<file path="src/rtl/led_bar_pwm.sv">
// Velocity-driven LED bar/dot display with per-LED PWM dimming and period-aligned pattern updates.
// Optional macro LED_FADE_EN: duty registers ramp by one step per period instead of jumping.
module led_bar_pwm #(
    parameter int N_LED = 16,
    parameter int VEL_W = 11,
    parameter int PWM_W = 8
) (
    input  logic             clk,
    input  logic             rst,
    input  logic [VEL_W-1:0] velocity,
    input  logic             vel_valid,
    input  logic             mode,
    input  logic [PWM_W-1:0] brightness,
    output logic [N_LED-1:0] led_out,
    output logic             period_tick
);

    localparam int LVL_W = $clog2(N_LED + 1);
    localparam int SC_W  = VEL_W + LVL_W;

    logic [PWM_W-1:0]   r_cnt;
    logic [PWM_W-1:0]   w_cnt_next;
    logic               w_wrap;
    logic [VEL_W-1:0]   r_vel_q;
    logic [SC_W-1:0]    w_scaled;
    logic [LVL_W-1:0]   w_level;
    logic [PWM_W-1:0]   w_frac;
    logic [LVL_W-1:0]   r_level;
    logic [PWM_W-1:0]   r_frac;
    logic [2*PWM_W-1:0] w_prod;
    logic [PWM_W-1:0]   w_partial;
    logic [LVL_W-1:0]   w_dot_idx;
    logic [PWM_W-1:0]   w_tgt       [N_LED];
    logic [PWM_W-1:0]   w_duty_next [N_LED];
    logic [PWM_W-1:0]   r_duty      [N_LED];
    logic [N_LED-1:0]   w_led_next;

    assign w_cnt_next = r_cnt + 1'b1;
    assign w_wrap     = (r_cnt == '1);

    // Multiply-and-shift scaling: level is the integer LED position, frac the position within it.
    assign w_scaled = SC_W'(r_vel_q) * SC_W'(N_LED);
    assign w_level  = LVL_W'(w_scaled >> VEL_W);

    generate
        if (VEL_W >= PWM_W) begin : g_frac_trunc
            assign w_frac = PWM_W'(w_scaled[VEL_W-1:0] >> (VEL_W - PWM_W));
        end else begin : g_frac_ext
            assign w_frac = PWM_W'(w_scaled[VEL_W-1:0]);
        end
    endgenerate

    assign w_prod    = (2*PWM_W)'(brightness) * (2*PWM_W)'(r_frac);
    assign w_partial = PWM_W'(w_prod >> PWM_W);
    assign w_dot_idx = (r_level > LVL_W'(N_LED - 1)) ? LVL_W'(N_LED - 1) : r_level;

    always_comb begin
        for (int unsigned i = 0; i < N_LED; i++) begin
            w_tgt[i] = '0;
            if (mode) begin
                if (LVL_W'(i) == w_dot_idx) w_tgt[i] = brightness;
            end else if (LVL_W'(i) < r_level) begin
                w_tgt[i] = brightness;
            end else if (LVL_W'(i) == r_level) begin
                w_tgt[i] = w_partial;
            end
        end
    end

    always_comb begin
        for (int unsigned i = 0; i < N_LED; i++) begin
            w_duty_next[i] = r_duty[i];
            if (w_wrap) begin
`ifdef LED_FADE_EN
                if (r_duty[i] < w_tgt[i])      w_duty_next[i] = r_duty[i] + 1'b1;
                else if (r_duty[i] > w_tgt[i]) w_duty_next[i] = r_duty[i] - 1'b1;
`else
                w_duty_next[i] = w_tgt[i];
`endif
            end
        end
    end

    // Compare against next-cycle counter and duty so led_out lines up with the visible counter value.
    always_comb begin
        for (int unsigned i = 0; i < N_LED; i++) begin
            w_led_next[i] = (w_cnt_next < w_duty_next[i]);
        end
    end

    always_ff @(posedge clk or negedge rst) begin
        if (!rst) begin
            r_cnt       <= '0;
            r_vel_q     <= '0;
            r_level     <= '0;
            r_frac      <= '0;
            led_out     <= '0;
            period_tick <= 1'b0;
            for (int unsigned i = 0; i < N_LED; i++) r_duty[i] <= '0;
        end else begin
            r_cnt       <= w_cnt_next;
            period_tick <= w_wrap;
            if (vel_valid) r_vel_q <= velocity;
            r_level     <= w_level;
            r_frac      <= w_frac;
            led_out     <= w_led_next;
            for (int unsigned i = 0; i < N_LED; i++) r_duty[i] <= w_duty_next[i];
        end
    end

endmodule

</file>
<file path="config.mk">
export PLATFORM = sky130hd
export DESIGN_NAME = led_bar_pwm
export DESIGN_NICKNAME = d
export VERILOG_FILES = /design/src/rtl/led_bar_pwm.sv
export SDC_FILE = /design/constraint.sdc
export NUM_CORES = 1
export LEC_CHECK = 0
export ABC_AREA = 1
export CAP_MARGIN = 10
export CORE_MARGIN = 5
export CORE_UTILIZATION = 41
export CTS_BUF_LIST = sky130_fd_sc_hd__clkbuf_4 sky130_fd_sc_hd__clkbuf_8
export CTS_CLUSTER_SIZE = 8
export DETAILED_ROUTE_END_ITERATION = 8
export PLACE_DENSITY = 0.64
export SYNTH_ARGS = -nofsm -noshare
export SYNTH_HDL_FRONTEND = slang
export SYNTH_SLANG_ARGS = --single-unit
</file>
<file path="constraint.sdc">
create_clock -name clk -period 7.08 [get_ports clk]
set_input_delay 0.708 -clock clk [delete_from_list [all_inputs] [get_ports clk]]
set_output_delay 0.708 -clock clk [all_outputs]
set_load 0.01 [all_outputs]
</file>
-- Word level (Yosys, flattened, before mapping)
Cells that the tools add are included.
- output and inout bits: 17
- bits in registers: 175
- input port bits: 23
- multiplexer cells: 81
- magnitude comparators: 33
- reductions and logical operators: 2
- multipliers: 1
- equal/unequal tests: 31
- $add $sub $neg: 1
- operators with widths (kind ; number):
    $mux W8 ; 80
    $lt A8 B8 Y1 ; 16
    $eq A4 B4 Y1 const A ; 16
    $eq A3 B4 Y1 const A ; 8
    $lt A4 B4 Y1 const A ; 8
    $eq A2 B4 Y1 const A ; 4
    $lt A3 B4 Y1 const A ; 4
    $mul A8 B7 Y15 ; 1
    $logic_not A5 Y1 ; 2
    $add A8 B1 Y8 const B ; 1
    $eq A1 B4 Y1 const A ; 2
    $eq A8 B8 Y1 const B ; 1
    $lt A1 B4 Y1 const A ; 2
    $lt A2 B4 Y1 const A ; 2
    $gt A4 B4 Y1 const B ; 1
    $mux W4 ; 1

-- Logic depth before layout (Yosys ltp)
Gate-level depths: netlist of the first run.
- word-level depth: 7
- gate-level depth with buffers: 32
- gate-level depth less buffers: 30

-- Least setup slack after synthesis of the first run
No wires, ideal clock.
- path type: input-to-reg
- start: in brightness[0]
- end: reg led_out[3]
- required time: 7.003 ns
- setup slack: 1.380 ns
- path buffers: 3
- setup time: 0.077 ns
- cell stages on the path: 30
- arrival time: 5.622 ns
- cell sequence: clkbuf_1 -> clkbuf_1 -> nand2_1 -> fa_1 -> fa_1 -> inv_1 -> fa_1 -> fa_1 -> ha_1 -> nand2_1 -> inv_1 -> a21oi_1 -> nand2_2 -> nand2_4 -> nand2_4 -> nand2_2 -> nand2_2 -> nand2_2 -> nand2_1 -> nand2_1 -> buf_4 -> nand3_1 -> nand2_1 -> nand2_1 -> a21oi_2 -> inv_1 -> ha_1 -> a21oi_1 -> o21ai_0 -> a21oi_1
- RTL lines (what ; line ; text):
    start, declared ; 13 ; input logic [PWM_W-1:0] brightness,
    end signal, assigned ; 106 ; led_out <= w_led_next;
    end, declared ; 14 ; output logic [N_LED-1:0] led_out,

-- Final worst setup path of the first run
- start: in brightness[3]
- end: reg led_out[0]
- word-level cells in the longest chain between the ends: 6
- elaborated cells on any way between the ends: 7
- ends and longest elaborated chain (what ; line ; text):
    $mul A8 B7 Y15 ; 53 ; assign w_prod = (2*PWM_W)'(brightness) * (2*PWM_W)'(r_frac);
    $mux W8 ; 64 ; end else if (LVL_W'(i) == r_level) begin
    $mux W8 ; 62 ; end else if (LVL_W'(i) < r_level) begin
    $mux W8 (*) ; 60 ; if (mode) begin
    $mux W8 (*) ; 73 ; if (w_wrap) begin
    $lt A8 B8 Y1 (*) ; 87 ; w_led_next[i] = (w_cnt_next < w_duty_next[i]);
    named net w_led_next[0] ; 36 ; logic [N_LED-1:0] w_led_next;
Mark *: on every way through the listed nets, which the timed path passes. The rest lies on a longest branch.
A chain may end at the register's enable or synchronous reset.

==> metrics.csv, run 1 <==
metric;value;unit
hold_viol;0;
drc;0;
wirelength;44000;um
ant_nets;0;
cts_sinks;175;
fp.dieW;195;um
tritoncts;built;
yosys.cell_types.count;49;
sw_frac_of_total;0.476;
critPathArrivalTime;6710;ps
crit_type;input pin to register;
drt_first_pass_iters;8;
final_max_slew_viol_count;0;
p_leak;8.08;nW
ys.flop_type;dfrtp_1;
powerDensity;208;nW/um2
grt_max_degree;113;
die-area;38100;um2
synth-warning-count;0;
clk_path_buf_depth;2;
rsz0062_at_grt;false;
start_util;0.417;
fin_area;15100;um2
numCtsBuffers;17;
fmax;160;MHz
grt_overflow;0;
postSynthCellCount;1930;
die_y;195;um
synth_nets;2125;
required;7530;ps
clkPwrFrac;0.239;
antenna_cells;0;
cp-start-kind;input pin;
post_cts.repair.setup_buffers;0;
num-fill-cells;3456;
async_reset_ff_frac;1.00;
syn_area_per_cell;7.28;um2
fin_crit_sh;0.884;
p_total;3.13;mW
relSlewSlack;0.182;
stdcell_count;2371;
status;complete, no violations;
fp.coreArea;33700;um2
ios;40;
yosysSeqAreaShare;0.312;
power_frac_comb;0.429;
syn_area;14100;um2
fin_util;0.448;
gp_congestion;0.921;
hpwl;28800;um
cts_hold_buf;0;
areaGrowthSynthToFinish;7.43;%
setup_violations;0;
dpl_cell_area;14700;um2
crit_fanout;15;
grt_pass1_vias;12300;
root_buffer;clkbuf_8;
worstSkewPairLatency;510;ps
drive_gt1_frac;0.0796;
maxCapViolCount;0;
cts_resized;0;
cts_max_level;4;
tightest_slew;1230;ps
wl_per_cell;18.5;um
ir_worst_vdd;187;uV
final.min_clock_period;6260;ps
p_int;1.64;mW
rows;67;
vias_per_cell;5.43;
finalSetupTns;0;ps
min_path_type;input pin to asynchronous set/reset pin;
nets;2105;
endpoint_kind;register;
synth_top_area_cell;dfrtp_1;
seq_power_share;0.332;
p_sw;1.49;mW
drtIter0Drc;1342;
grt_pass1_wl;69300;um
synth_seq_cells;175;
synth_top_area_share;0.312;
fin_worst_skew;18.4;ps
dpl.cell_count;2339;
antenna_found_initial;0;
io_buffers;39;
synth.area.top_cells;dfrtp_1, nand2_1, ha_1;
synth_edf_count;0;
clkSlewWorstSetupHoldPaths;110;ps
num_vias;12900;
reg2reg_setup_slack;1170;ps
grtUsageTotal;0.230;
-- cell usage after synthesis, types with 4 or more instances --
cell type / number
a221oi_1: 6
mux2_2: 11
buf_2: 25
o21ai_0: 81
a21oi_2: 15
a21oi_1: 218
o22ai_1: 18
o21ai_1: 16
nand3b_1: 4
clkbuf_1: 45
xor2_1: 5
a211oi_1: 5
or2_2: 11
nor2_4: 4
o211ai_1: 5
ha_1: 144
buf_4: 8
nand2_1: 526
inv_1: 278
inv_2: 8
nor2_1: 109
a31oi_1: 5
fa_1: 28
o21a_1: 6
nand2_2: 18
nand2_4: 5
nand3_2: 4
a21boi_0: 10
o221ai_1: 12
buf_1: 11
o21ai_2: 20
nand3_1: 68
dfrtp_1: 175
-- per-layer routing --
metal,share of wire,track usage
met1,0.43,0.313
met2,0.45,0.360
met3,0.074,0.0433
met4,0.042,0.0967
met5,0,0
-- flip-flops by register name, indices dropped and copies added (netlist names) --
name,flops
r_level,4
r_vel_q,11
led_out,16
r_frac,7
r_duty,128
period_tick,1
r_cnt,8
-- power groups by stage --
stage          Combinational, mW  Clock, mW  Sequential, mW
2_1_floorplan              0.932          0            1.04
3_5_place_dp                1.28          0            1.06
5_1_grt                     1.45      0.808            1.04
4_1_cts                     1.29      0.769            1.04
3_3_place_gp                1.27          0            1.06
6_report                    1.34      0.749            1.04
-- placed cells by master, fill, tap and decap left out, types with 6 or more instances in the layout --
master,synthesis,routed
nand2_1,526,525
inv_1,278,278
a21oi_1,218,218
dfrtp_1,175,175
ha_1,144,144
nor2_1,109,109
o21ai_0,81,81
nand3_1,68,68
clkdlybuf4s50_1,0,37
fa_1,28,28
o21ai_2,20,20
nand2_2,18,18
o22ai_1,18,18
clkbuf_8,0,18
o21ai_1,16,16
a21oi_2,15,15
buf_4,8,14
o221ai_1,12,12
or2_2,11,11
mux2_2,11,11
a21boi_0,10,10
inv_6,0,8
inv_2,8,7
nand2_4,5,6
a221oi_1,6,6
o21a_1,6,6
-- metrics by stage --
step                worst slack (ps)  hold WS [ps]
global placement                 536           356
floorplan                       1380           350
global route                     522           389
CTS                              959           381
finish                           822           337
detailed placement               409           359
-- cell families after synthesis --
kind of cell | count (synthesis) | share of synthesized area
AND/OR/NAND/NOR | 758 | 0.224
AO/OA/AOI/OAI | 426 | 0.176
buffers and inverters | 381 | 0.108
flip-flops | 175 | 0.312
adder cells (fa/ha/maj) | 172 | 0.168
multiplexers | 11 | 0.00881
XOR/XNOR | 7 | 0.00436
-- layout make-up --
| cell class | count | area [um2] | area share |
|---|---|---|---|
| sequential | 175 | 4380 | 0.290 |
| clock inverter | 15 | 161 | 0.0107 |
| timing repair buffer | 53 | 494 | 0.0327 |
| tap | 448 | 561 | 0.0371 |
| clock buffer | 17 | 234 | 0.0155 |
| inverter | 289 | 1090 | 0.0719 |
| multi-input combinational | 1374 | 8180 | 0.542 |
-- final timing paths --
path | cells after the start | from | end
setup / recovery | 28 | brightness[3] | led_out[0]$_DFF_PN0_
hold / removal | 1 | rst | led_out[6]$_DFF_PN0_
setup reg to reg | 25 | r_frac[6]$_DFF_PN0_ | led_out[0]$_DFF_PN0_
hold reg to reg | 0 | r_vel_q[3]$_DFFE_PN0P_ | r_frac[4]$_DFF_PN0_
max in group asynchronous | 2 | rst | r_duty[96]$_DFF_PN0_
min in group clk | 0 | r_vel_q[3]$_DFFE_PN0P_ | r_frac[4]$_DFF_PN0_
-- critical path: stages --
cell and delay, ps:
clkdlybuf4s50_1 630, nand2_1 150, inv_1 70, fa_1 530, inv_1 50, fa_1 480, inv_1 60, fa_1 500
fa_1 490, ha_1 320, nand2_1 80, inv_1 40, a21oi_1 220, nand2_2 90, nand2_4 200, nand2_4 90
nand2_2 100, nand2_2 90, nand2_2 80, nand2_1 60, nand2_2 360, nand2_1 270, o21bai_1 250, o21ai_0 170
ha_1 260, a21oi_1 130, o21ai_0 90, a21oi_1 120
Power figures use the tool's default switching activity.
==> run 2, diff against run 1 <==
- REMOVE_ABC_BUFFERS: unset -> 1
==> run 2 against run 1 <==
Against the previous run:
- sequential cell count unchanged
- total power fell by 1.9%
- largest cell class unchanged
- highest routed layer unchanged
- first-iteration DRC count shrank 14%
- hold slack worse by 51 ps
- non-clock buffer count is 4 higher
- critical endpoint unchanged
- fmax rose by 5.7%
- largest power group unchanged
- routed wire length shrank 0.76%
- sequential share of layout area barely moved
- cell area hardly changed
==> metrics.csv, run 2 (synthesis gave the netlist of run 1 again) <==
metric;value;unit
gp_congestion;0.894;
worstReg2RegStart;r_frac[7]$_DFF_PN0_;
grt_overflow;0;
final_common_cell;nand2_1;
worstSkewPairLatency;510;ps
maxCapViolCount;0;
powerDensity;204;nW/um2
nets;2109;
startpoint;brightness[4];
grtUsageTotal;0.230;
cts_resized;0;
clk_path_buf_depth;2;
largest_register;r_duty;
tightest_slew;1180;ps
wirelength;43600;um
finalSetupTns;0;ps
seq_power_share;0.338;
start_util;0.417;
crit_fanout;11;
cts_sinks;175;
num_vias;13000;
fin_crit_sh;0.836;
grt_pass1_vias;12900;
crit_end;led_out[0]$_DFF_PN0_;
worst_hold_slack;286;ps
final_max_slew_viol_count;0;
die-area;38100;um2
rows;67;
tritoncts;built;
critPathMostFrequentCell;nand2_1;
hold_viol;0;
power_frac_comb;0.437;
drtIter0Drc;1160;
vias_per_cell;5.46;
fmax;169;MHz
relSlewSlack;0.209;
critPathArrivalTime;6350;ps
rsz0062_at_grt;false;
grt_pass1_wl;69800;um
fin_worst_skew;23.8;ps
p_int;1.62;mW
wl_per_cell;18.4;um
status;complete, no violations;
drive_gt1_frac;0.0815;
largest_reg_flops;128;
final.min_clock_period;5920;ps
reg2reg_setup_slack;1510;ps
crit_type;input pin to register;
io_buffers;39;
required;7510;ps
num-fill-cells;3475;
ant_nets;0;
root_buffer;clkbuf_8;
fp.coreArea;33700;um2
cp-start-kind;input pin;
drc;0;
die_y;195;um
clkPwrFrac;0.225;
p_sw;1.45;mW
final_cell_mix;nand2_1, inv_1, a21oi_1, dfrtp_1, ha_1;
ir_worst_vdd;288;uV
sw_frac_of_total;0.472;
grt_max_degree;113;
worstRegToRegCells;26;
ios;40;
min_path_type;input pin to asynchronous set/reset pin;
cts_max_level;4;
areaGrowthSynthToFinish;7.44;%
hpwl;28500;um
drt_first_pass_iters;7;
post_cts.repair.setup_buffers;0;
cts_hold_buf;0;
p_leak;8.08;nW
setup_violations;0;
endpoint_kind;register;
fp.dieW;195;um
top_regs;r_duty: 128 flops, led_out: 16 flops, r_vel_q: 11 flops;
cp_slowest_cell;clkdlybuf4s50_1;
antenna_found_initial;0;
clkSlewWorstSetupHoldPaths;100;ps
cpPeakStageDelay;660;ps
numCtsBuffers;17;
r2r_end;led_out[0]$_DFF_PN0_;
==> run 2: how the worst min path moves through the flow <==
stage	start	endpoint	slack, ps	cells after the start
CTS	r_vel_q[2]$_DFFE_PN0P_	r_frac[3]$_DFF_PN0_	370	0
global placement	r_vel_q[1]$_DFFE_PN0P_	r_frac[2]$_DFF_PN0_	360	0
detailed placement	r_vel_q[4]$_DFFE_PN0P_	r_frac[5]$_DFF_PN0_	360	0
floorplan	r_vel_q[0]$_DFFE_PN0P_	r_frac[1]$_DFF_PN0_	350	0
finish	rst	period_tick$_DFF_PN0_	290	1
global route	r_vel_q[3]$_DFFE_PN0P_	r_frac[4]$_DFF_PN0_	390	0
==> run 2: power groups by stage <==
stage               logic [mW]  registers (mW)  clock network (mW)
finish                    1.34            1.04               0.691
global route              1.45            1.04               0.743
CTS                       1.30            1.04               0.708
detailed placement        1.30            1.06                   0
global placement          1.28            1.06                   0
floorplan                0.820            1.05                   0
==> run 2: worst max-delay path: cells and delay by family <==
| kind | cells | cell delay [ps] |
|---|---|---|
| buf+inv | 6 | 1040 |
| fa+ha+maj | 6 | 2640 |
| simple gates | 11 | 950 |
| compound gates | 6 | 990 |
==> run 2: metrics by stage <==
stage / total power [mW] / utilization / setup slack, ps / instances / area, um2
finish: 3.08 / 0.448 / 1160 / 2376 / 15100
global route: 3.24 / 0.448 / 761 / 2375 / 15100
CTS: 3.05 / 0.448 / 1260 / 2375 / 15100
detailed placement: 2.36 / 0.437 / 711 / 2343 / 14700
global placement: 2.34 / 0.437 / 782 / 2343 / 14700
floorplan: 1.87 / - / 1250 / 1838 / 13600
==> run 2: layout make-up <==
| class | instances | area (um2) | share of cell area |
|---|---|---|---|
| Timing Repair Buffer | 57 | 524 | 0.0347 |
| Sequential cell | 175 | 4380 | 0.290 |
| Inverter | 289 | 1090 | 0.0719 |
| Tap cell | 448 | 561 | 0.0371 |
| Clock buffer | 21 | 283 | 0.0187 |
| Multi-Input combinational cell | 1374 | 8180 | 0.542 |
| Antenna cell | 1 | 2.50 | 0.000166 |
| Clock inverter | 11 | 81.3 | 0.00539 |
==> run 2: metal layers <==
layer  routed length, um  up-vias  part of all wire  global-route usage
li1                    -     6167                 -                   -
met1               19200     6145              0.44               0.312
met3                3670      103             0.084              0.0514
met4                1430        0             0.033              0.0828
met5                   0        -                 0                   0
met2               19300      567              0.44               0.363
